[src/rtl/cla_16_bit_lookahead.sv]
// 16-bit two-level carry-lookahead adder: four 4-bit CLA groups under a flat second-level unit.
// One-cycle latency, a new operand set every cycle, no handshake; exports block P/G for cascading.
module cla_16_bit_lookahead (
  input  logic        clk,
  input  logic        rst,
  input  logic [15:0] a,
  input  logic [15:0] b,
  input  logic        cin,
  output logic [15:0] sum,
  output logic        cout,
  output logic        pout,
  output logic        gout
);

  logic [15:0] p, g, c;
  logic [3:0]  gp, gg;
  logic [4:0]  gc;
  logic [15:0] sum_d, sum_q;
  logic        cout_d, cout_q;
  logic        pout_d, pout_q;
  logic        gout_d, gout_q;

  always_comb begin
    p  = a ^ b;
    g  = a & b;
    gp = '0;
    gg = '0;
    gc = '0;
    c  = '0;

    for (int k = 0; k < 4; k++) begin
      gp[k] = p[4*k+3] & p[4*k+2] & p[4*k+1] & p[4*k];
      gg[k] = g[4*k+3]
            | (p[4*k+3] & g[4*k+2])
            | (p[4*k+3] & p[4*k+2] & g[4*k+1])
            | (p[4*k+3] & p[4*k+2] & p[4*k+1] & g[4*k]);
    end

    // Group carries are flat sums of products; none is built from another.
    gc[0] = cin;
    gc[1] = gg[0] | (gp[0] & cin);
    gc[2] = gg[1] | (gp[1] & gg[0]) | (gp[1] & gp[0] & cin);
    gc[3] = gg[2] | (gp[2] & gg[1]) | (gp[2] & gp[1] & gg[0])
          | (gp[2] & gp[1] & gp[0] & cin);
    gc[4] = gg[3] | (gp[3] & gg[2]) | (gp[3] & gp[2] & gg[1])
          | (gp[3] & gp[2] & gp[1] & gg[0])
          | (gp[3] & gp[2] & gp[1] & gp[0] & cin);

    for (int k = 0; k < 4; k++) begin
      c[4*k]   = gc[k];
      c[4*k+1] = g[4*k] | (p[4*k] & gc[k]);
      c[4*k+2] = g[4*k+1] | (p[4*k+1] & g[4*k]) | (p[4*k+1] & p[4*k] & gc[k]);
      c[4*k+3] = g[4*k+2] | (p[4*k+2] & g[4*k+1]) | (p[4*k+2] & p[4*k+1] & g[4*k])
               | (p[4*k+2] & p[4*k+1] & p[4*k] & gc[k]);
    end

    sum_d  = p ^ c;
    cout_d = gc[4];
    pout_d = &gp;
    gout_d = gg[3] | (gp[3] & gg[2]) | (gp[3] & gp[2] & gg[1])
           | (gp[3] & gp[2] & gp[1] & gg[0]);
  end

  always_ff @(posedge clk) begin
    if (rst) begin
      sum_q  <= 16'h0000;
      cout_q <= 1'b0;
      pout_q <= 1'b0;
      gout_q <= 1'b0;
    end else begin
      sum_q  <= sum_d;
      cout_q <= cout_d;
      pout_q <= pout_d;
      gout_q <= gout_d;
    end
  end

  assign sum  = sum_q;
  assign cout = cout_q;
  assign pout = pout_q;
  assign gout = gout_q;

endmodule

[config.mk]
export PLATFORM = sky130hd
export DESIGN_NAME = cla_16_bit_lookahead
export DESIGN_NICKNAME = d
export VERILOG_FILES = /design/src/rtl/cla_16_bit_lookahead.sv
export SDC_FILE = /design/constraint.sdc
export NUM_CORES = 1
export LEC_CHECK = 0
export CORE_ASPECT_RATIO = 0.9
export CORE_MARGIN = 2
export CORE_UTILIZATION = 45
export DETAILED_ROUTE_END_ITERATION = 8
export DONT_BUFFER_PORTS = 1
export PLACE_DENSITY = 0.65
export SYNTH_ARGS = -nofsm -noshare
export SYNTH_HDL_FRONTEND = slang
export SYNTH_SLANG_ARGS = --single-unit
export TNS_END_PERCENT = 1
[constraint.sdc]
create_clock -name clk -period 2.8 [get_ports clk]
set_input_delay 0.42 -clock clk [delete_from_list [all_inputs] [get_ports clk]]
set_output_delay 0.42 -clock clk [all_outputs]
set_load 0.05 [all_outputs]
==> reports/results.ini, run 1 <==
[clock_network]
post_cts_buffers=0
path_clk_slew_ps=110
cts_resized=0
cts_buffer_depth=2
cts_buffers=3
htreeDepth=1
cts_root_buffer=clkbuf_4
cts_hold_buf=0
clkSinkCount=19
tritoncts=done

[grt]
grt-busiest-layer=met2
antenna_found_initial=0
grt-ovfl-total=0
grtUsageMet1=0.188
grt_pass1_wl_um=3640
grt_pass1_vias=867
grt_max_degree=22
grt_use_met3=0.0649
grtUsageMet2=0.243
track_usage=0.152

[timing]
worstMarginPinSlew_ps=491
finalCritPeriodShare=0.713
clock.fmax_mhz=501
holdWs_ps=172
final-hold-violation-count=0
rsz0062_at_grt=false
slew_viol_final=0
setup_viol_count_final=0
relSlewSlack=0.672
setup_ws_ps=804
timing.setup.tns_ps=0
layout_min_cycle_time_ps=2000

[pwr]
p_clk_frac=0.188
pwr-share-comb=0.234
power.leakage_nw=0.608
p_seq_frac=0.578
power_switching_uw=304
ir_drop_mv=0.244
power-per-cell-area_nw_per_um2=571
intPower_uw=442
switching_share=0.408

[die]
die-width_um=59.7
rows=18
start_util=0.465
coreArea_um2=2700
dieArea_um2=3230
ios=54
die_h_um=54.1

[routing]
routed_wl_um=2420
postRouteAntennaNets=0
via_per_inst=5.84
route.detailed.drc=0
vias=952
drt-pass1-iter-count=4
dr.first_iter.drc_count=23
routedWlPerCell_um=14.8

[run]
cap_violations=0

[setup_path]
worstPathRequired_ps=3010
crit_type=in2reg
crit_chain=ha_1 > nand4_1 > a311o_1 > nand3_1 > nand2_1 > nand2_1 > fa_1 > nor2b_1
crit_path_start=a[2]
slowest_stage=a311o_1
worst-path-max-fanout=6
start_kind=input port
end_kind=flip-flop
path_common_cell=nand2_1
critPathMaxStageDelay_ps=430
arrival_ps=2210

[hold_path]
hold_path_class=in2reg
hold_start=rst

[yosys]
synthCells=131
syn_area_per_cell_um2=9.59
netlist.area_leader.share=0.303
async_reset_ff_frac=0
yosysWarnings=0
syn_nets=186
synth-main-ff-cell=dfxtp_1
synth-edff-count=0
yosysSeqAreaShare=0.303
netlist_top_cells_area=dfxtp_1 30%, ha_1 16%, fa_1 6.4%
syn_area_um2=1260
yosysUniqueCellTypes=34
synth-seq-cells=19
synth_largest_area_cell=dfxtp_1

[finish]
num_antenna_cells=0
layout-drive-gt1-share=0.0977
stdcell_count=163
fillers=278
fin_util=0.483
finalNetCount=189
area_delta_synth_final_pct=3.98
final_common_cell=dfxtp_1
mostFrequentLayoutCells=19 x dfxtp_1, 16 x ha_1, 12 x nor2_1, 9 x nand2_1, 9 x a21o_1

[placement]
place_inst=159
portBuffers=0
place_ws_ps=492
hpwl_um=1990
place_congestion=0.833

[status]
status=finished clean

==> metal layers <==
metal | vias up | wire length, um
li1 | 484 | -
met1 | 434 | 1070
met2 | 32 | 1120
met3 | 2 | 214
met4 | 0 | 14
met5 | - | 0
==> per-stage QoR <==
| step | cell area, um^2 | total power [mW] |
|---|---|---|
| floorplan | 1260 | 0.585 |
| global route | 1310 | 0.796 |
| detailed placement | 1280 | 0.613 |
| finish | 1310 | 0.746 |
| global placement | 1280 | 0.608 |
| CTS | 1310 | 0.754 |
==> final timing paths <==
path      end  cells after the start
max   sum[12]                      8
min   sum[12]                      1
==> layout make-up <==
cell class | instances | area (um^2) | share of cell area
Multi-Input combinational cell | 107 | 850 | 0.650
Clock buffer | 3 | 22.5 | 0.0172
Inverter | 3 | 11.3 | 0.00862
Clock inverter | 1 | 5.00 | 0.00383
Tap cell | 30 | 37.5 | 0.0287
Sequential cell | 19 | 380 | 0.291
==> power by group through the flow <==
stage	registers [mW]	clock network, mW	logic (mW)
after floorplan	0.435	0	0.150
after global placement	0.439	0	0.168
after detailed placement	0.439	0	0.174
after CTS	0.433	0.146	0.175
after global routing	0.437	0.161	0.199
final	0.432	0.140	0.175
==> synth_stat cells, types with 2 or more instances <==
cell      instances
nand2_1           9
a211o_1           2
nand4_1           2
and3_1            2
xor2_1            3
nor2_1           12
inv_1             3
mux2_2            2
a21oi_1           6
nor2b_1           6
fa_1              4
o21a_1            2
a21o_2            2
nand3_1           5
nor3_1            3
a31oi_1           3
dfxtp_1          19
xnor2_1           4
a21o_1            9
ha_1             16
a211oi_1          4
==> worst max-delay path: cells and delay by family <==
| kind | cells | cell delay [ps] |
|---|---|---|
| fa+ha+maj | 2 | 770 |
| simple gates | 5 | 590 |
| compound gates | 1 | 430 |
==> cells by family after synthesis <==
| logic type | count (synthesis) | synth area share |
|---|---|---|
| adder cells (fa/ha/maj) | 20 | 0.223 |
| XOR/XNOR | 7 | 0.0488 |
| buffers and inverters | 5 | 0.0209 |
| AND/OR/NAND/NOR | 43 | 0.171 |
| flip-flops | 19 | 0.303 |
| multiplexers | 3 | 0.0269 |
| AO/OA/AOI/OAI | 34 | 0.206 |
==> registers in the layout, summed over array words and instances (netlist names) <==
name  count
pout      1
cout      1
gout      1
sum      16
Note: power is estimated with default switching activity, not from simulation.
==> run 2: changes to the inputs <==
PLACE_DENSITY = 0.67   (was 0.65)
clock period = 1.7 ns   (was 2.8 ns; I/O delays follow)
==> run 2 against run 1 <==
Against the previous run: sequential power grew 65%; die area unchanged; first-iteration DRC count down 52%; routed wire length is 20% higher; combinational power rose by 120%; sequential share of layout area shrank 4.9 points; final area up 20%; via count is 14% higher; core utilization rose by 9.8 points; global-route usage rose by 3.8 points; cell count grew 14%; worst hold slack lost 160 ps; critical endpoint is now sum[15].
==> reports/results.ini, run 2 (synthesis gave the netlist of run 1 again) <==
[finish]
mostFrequentLayoutCells=21 x buf_4, 19 x dfxtp_1, 12 x nor2_1, 11 x ha_1
stdcell_count=186  ; +14%
final_common_cell=buf_4
layout-drive-gt1-share=0.276  ; +0.178
finalNetCount=212  ; +12%
num_antenna_cells=0  ; unchanged
area_delta_synth_final_pct=25.0
largest_register_ffs=16  ; unchanged

[setup_path]
slowest_stage=ha_1
crit_chain=ha_1 > a21oi_1 > o21a_1 > buf_4 > buf_4 > a31oi_1 > a211o_1 > mux2_1
crit_type=in2reg
critPathMaxStageDelay_ps=320  ; -110 ps
critPathBufInv=2  ; +2
cp_top_family=compound AO/OA/AOI/OAI gates
worstPathRequired_ps=1900  ; -1110 ps
path_common_cell=buf_4
end_kind=flip-flop
worst-path-max-fanout=4  ; -2
start_kind=input port
arrival_ps=1820  ; -390 ps

[hold_path]
hold_path_class=in2reg

[timing]
final-hold-violation-count=0  ; unchanged
relSlewSlack=0.660  ; -0.0117
setup_viol_count_final=0  ; unchanged
clock.fmax_mhz=616
setup_ws_ps=75.4  ; -729 ps
worstMarginPinSlew_ps=509  ; +17.6 ps
layout_min_cycle_time_ps=1620
finalCritPeriodShare=0.956
slew_viol_final=0  ; unchanged

[clock_network]
cts_root_buffer=clkbuf_4
cts_buffers=3  ; unchanged
htreeDepth=1  ; unchanged
path_clk_slew_ps=100  ; about the same
clkSinkCount=19  ; unchanged
cts_buffer_depth=2  ; unchanged
tritoncts=done

[pwr]
power.leakage_nw=0.723  ; +19%
power_switching_uw=523  ; +72%
pwr-share-comb=0.288  ; +0.054
power_mw=1.33  ; +78%
switching_share=0.395  ; -0.0129
intPower_uw=802  ; +81%
p_seq_frac=0.537  ; -0.041
power-per-cell-area_nw_per_um2=844  ; +48%
ir_drop_mv=0.455  ; +87%
p_clk_frac=0.176  ; -0.012

[routing]
vias=1086  ; +14%
routedWlPerCell_um=15.6  ; +5.5%
dr.first_iter.drc_count=11  ; -52%
postRouteAntennaNets=0  ; unchanged
routed_wl_um=2910  ; +20%
drt-pass1-iter-count=4  ; unchanged
via_per_inst=5.84  ; about the same
route.detailed.drc=0  ; unchanged

[placement]
place_congestion=0.778  ; -6.6%
hpwl_um=2280  ; +14%
portBuffers=0  ; unchanged
place_inst=179  ; +13%
place_ws_ps=-234  ; -727 ps

[grt]
grt-ovfl-total=0  ; unchanged
grt_pass1_wl_um=4460  ; +23%
track_usage=0.190  ; +0.0375
antenna_found_initial=0  ; unchanged
grt_pass1_vias=1096  ; +26%
grt_max_degree=21  ; -4.5%

[status]
status=finished clean

[die]
dieArea_um2=3230  ; unchanged
coreArea_um2=2700  ; unchanged
start_util=0.465  ; unchanged
die_h_um=54.1  ; unchanged
rows=18  ; unchanged
ios=54  ; unchanged
die-width_um=59.7  ; unchanged

[run]
cap_violations=0  ; unchanged

run 2: metal layers:
layer	share of wire	track usage
met1	0.43	0.213
met2	0.49	0.328
met3	0.062	0.0481
met4	0.024	0.107
met5	0	0
run 2: power groups by stage:
stage	registers [mW]	logic, mW	clock network [mW]
2_1_floorplan	0.717	0.264	0
3_3_place_gp	0.723	0.348	0
3_5_place_dp	0.723	0.360	0
4_1_cts	0.713	0.365	0.241
5_1_grt	0.717	0.430	0.264
6_report	0.711	0.381	0.233
run 2: area by class of cell:
cell class	count	area, um^2
Timing Repair Buffer	23	178
Sequential cell	19	380
Fill cell	246	1130
Clock buffer	4	26.3
Multi-Input combinational cell	107	937
Tap cell	30	37.5
Inverter	3	11.3
run 2: through the flow:
step / hold WS (ps) / area, um^2 / TNS, ps / util
after floorplan: 365 / 1330 / -671 / -
after global placement: 328 / 1500 / -1570 / 0.555
after detailed placement: 325 / 1500 / -1780 / 0.555
after CTS: 0.0261 / 1540 / 0 / 0.569
after global routing: 1.81 / 1570 / -2.37 / 0.581
final: 13.0 / 1570 / 0 / 0.581
run 2: worst paths after layout:
kind / end / from / cells past startpoint / slack [ps]
max: sum[15] / a[7] / 8 / 80
min: sum[13] / rst / 1 / 10
run 2: timing repair:
action                                 4_1_cts  5_1_grt
setup buffers                                0        1
endpoints found under the hold margin        2        7
resized for setup                            0        3
setup endpoints to repair                    0        2
hold buffers                                 1        1
==> run 3: changes to the inputs <==
PLACE_DENSITY = 0.59   (was 0.67)
==> run 3 against run 2 <==
Against the previous run: critical path depth fell by 1; largest power group unchanged; global-route usage is 2.0 points lower; sequential share of layout area is 0.39 points higher; first-iteration DRC count grew to 3.3 times the previous value; die area stayed put; routed wire length is 12% lower; power shrank 1.3%; clock power about the same.
==> reports/results.ini, run 3 (synthesis gave the netlist of run 1 again) <==
[status]
status=finished clean

[grt]
grt-ovfl-total=0  ; unchanged
grt_pass1_vias=941  ; -14%
antenna_found_initial=0  ; unchanged
grt_max_degree=22  ; +4.8%
track_usage=0.170  ; -0.0196
grt_pass1_wl_um=4150  ; -7.1%

[pwr]
pwr-share-comb=0.280  ; -0.008
switching_share=0.390  ; -0.00421
power_mw=1.31  ; -1.3%
power.leakage_nw=0.716  ; -0.99%
power_switching_uw=511  ; -2.3%
p_clk_frac=0.177  ; about the same
p_seq_frac=0.544  ; +0.007
intPower_uw=797  ; -0.60%
power-per-cell-area_nw_per_um2=847  ; +0.32%
ir_drop_mv=0.329  ; -28%

[clock_network]
htreeDepth=1  ; unchanged
path_clk_slew_ps=110  ; about the same
tritoncts=done
cts_buffer_depth=2  ; unchanged
clkSinkCount=19  ; unchanged
cts_root_buffer=clkbuf_4
cts_buffers=3  ; unchanged
post_cts_buffers=0  ; unchanged

[hold_path]
hold_end=sum[8]
hold_path_class=in2reg
worst_hold_path.num_cells=1  ; unchanged
hold_start=rst

[die]
start_util=0.465  ; unchanged
ios=54  ; unchanged
rows=18  ; unchanged
die_h_um=54.1  ; unchanged
dieArea_um2=3230  ; unchanged
coreArea_um2=2700  ; unchanged
die-width_um=59.7  ; unchanged

[setup_path]
crit_type=in2reg
start_kind=input port
worstPathRequired_ps=1900  ; about the same
worst-path-max-fanout=4  ; unchanged
arrival_ps=1800  ; -20 ps
end_kind=flip-flop

[finish]
finalNetCount=211  ; -0.47%
layout-drive-gt1-share=0.265  ; -0.0111
mostFrequentLayoutCells=21 x buf_4, 19 x dfxtp_1, 12 x nor2_1, 11 x ha_1
final_common_cell=buf_4
final-seq-area_um2=380  ; unchanged
num_antenna_cells=0  ; unchanged
largest_register_ffs=16  ; unchanged
fillers=271  ; +10%
multi_input_area_um2=922  ; -1.6%
area_delta_synth_final_pct=23.0

[run]
cap_violations=0  ; unchanged

[timing]
slew_viol_final=0  ; unchanged
layout_min_cycle_time_ps=1600  ; -21.2 ps
final-hold-violation-count=0  ; unchanged
setup_ws_ps=96.6  ; +21.2 ps
relSlewSlack=0.673  ; +0.0125
setup_viol_count_final=0  ; unchanged
clock.fmax_mhz=624  ; +1.3%
finalCritPeriodShare=0.943  ; -0.0125
rsz0062_at_grt=false
worstMarginPinSlew_ps=490  ; -18.7 ps

[placement]
hpwl_um=2070  ; -9.4%
portBuffers=0  ; unchanged
place_ws_ps=-242  ; -7.24 ps
place_congestion=0.768  ; -1.4%

[routing]
dr.first_iter.drc_count=36  ; +25
route.detailed.drc=0  ; unchanged
drt-pass1-iter-count=4  ; unchanged
via_per_inst=5.65  ; -3.2%
routedWlPerCell_um=13.9  ; -11%
postRouteAntennaNets=0  ; unchanged
routed_wl_um=2570  ; -12%
vias=1046  ; -3.7%

-- run 3: worst max path at each step --
stage          startpoint      end  slack (ps)  cells after the start
2_1_floorplan        b[2]  sum[12]        -150                      8
3_3_place_gp         a[4]  sum[14]        -210                      7
3_5_place_dp         a[7]   sum[9]        -240                      8
5_1_grt              a[4]  sum[13]          20                      9
4_1_cts              a[7]  sum[13]          70                      9
6_report             a[4]  sum[14]         100                      7
-- run 3: per-layer routing --
layer	global-route usage	up-vias	wire length, um
met5	0	-	0
met4	0.0444	0	14
met3	0.0481	2	236
met2	0.255	41	1060
met1	0.239	471	1260
li1	-	532	-
-- run 3: timing repair --
action	4_1_cts	5_1_grt
hold endpoints to repair	0	1
resized for setup	0	1
endpoints found under the setup margin	0	2
hold buffers	0	1
-- run 3: layout make-up --
class | count | share of cell area
sequential | 19 | 0.246
clock buffer | 4 | 0.0170
multi-input combinational | 107 | 0.597
tap | 30 | 0.0243
inverter | 3 | 0.00729
timing repair buffer | 22 | 0.109
-- run 3: power by group through the flow --
stage,registers (mW),clock network (mW),logic [mW]
after floorplan,0.717,0,0.264
after global placement,0.723,0,0.354
after detailed placement,0.722,0,0.363
after CTS,0.712,0.237,0.367
after global routing,0.718,0.259,0.415
final,0.711,0.231,0.366
-- run 3: per-stage QoR --
| step | setup TNS, ps | utilization | instance area [um^2] | hold slack, ps | std cells |
|---|---|---|---|---|---|
| floorplan | -671 | - | 1330 | 365 | 131 |
| global placement | -1770 | 0.558 | 1510 | 327 | 180 |
| detailed placement | -2080 | 0.558 | 1510 | 325 | 180 |
| CTS | 0 | 0.568 | 1530 | 4.25 | 184 |
| global route | 0 | 0.572 | 1550 | 0.0721 | 185 |
| finish | 0 | 0.572 | 1550 | 16.8 | 185 |
-- run 3: critical path, cell delays in order --
cell and delay [ps]:
ha_1 320, and4_1 240, nand4_1 130, buf_4 140, a31oi_1 80, a211oi_1 270
mux2_2 360
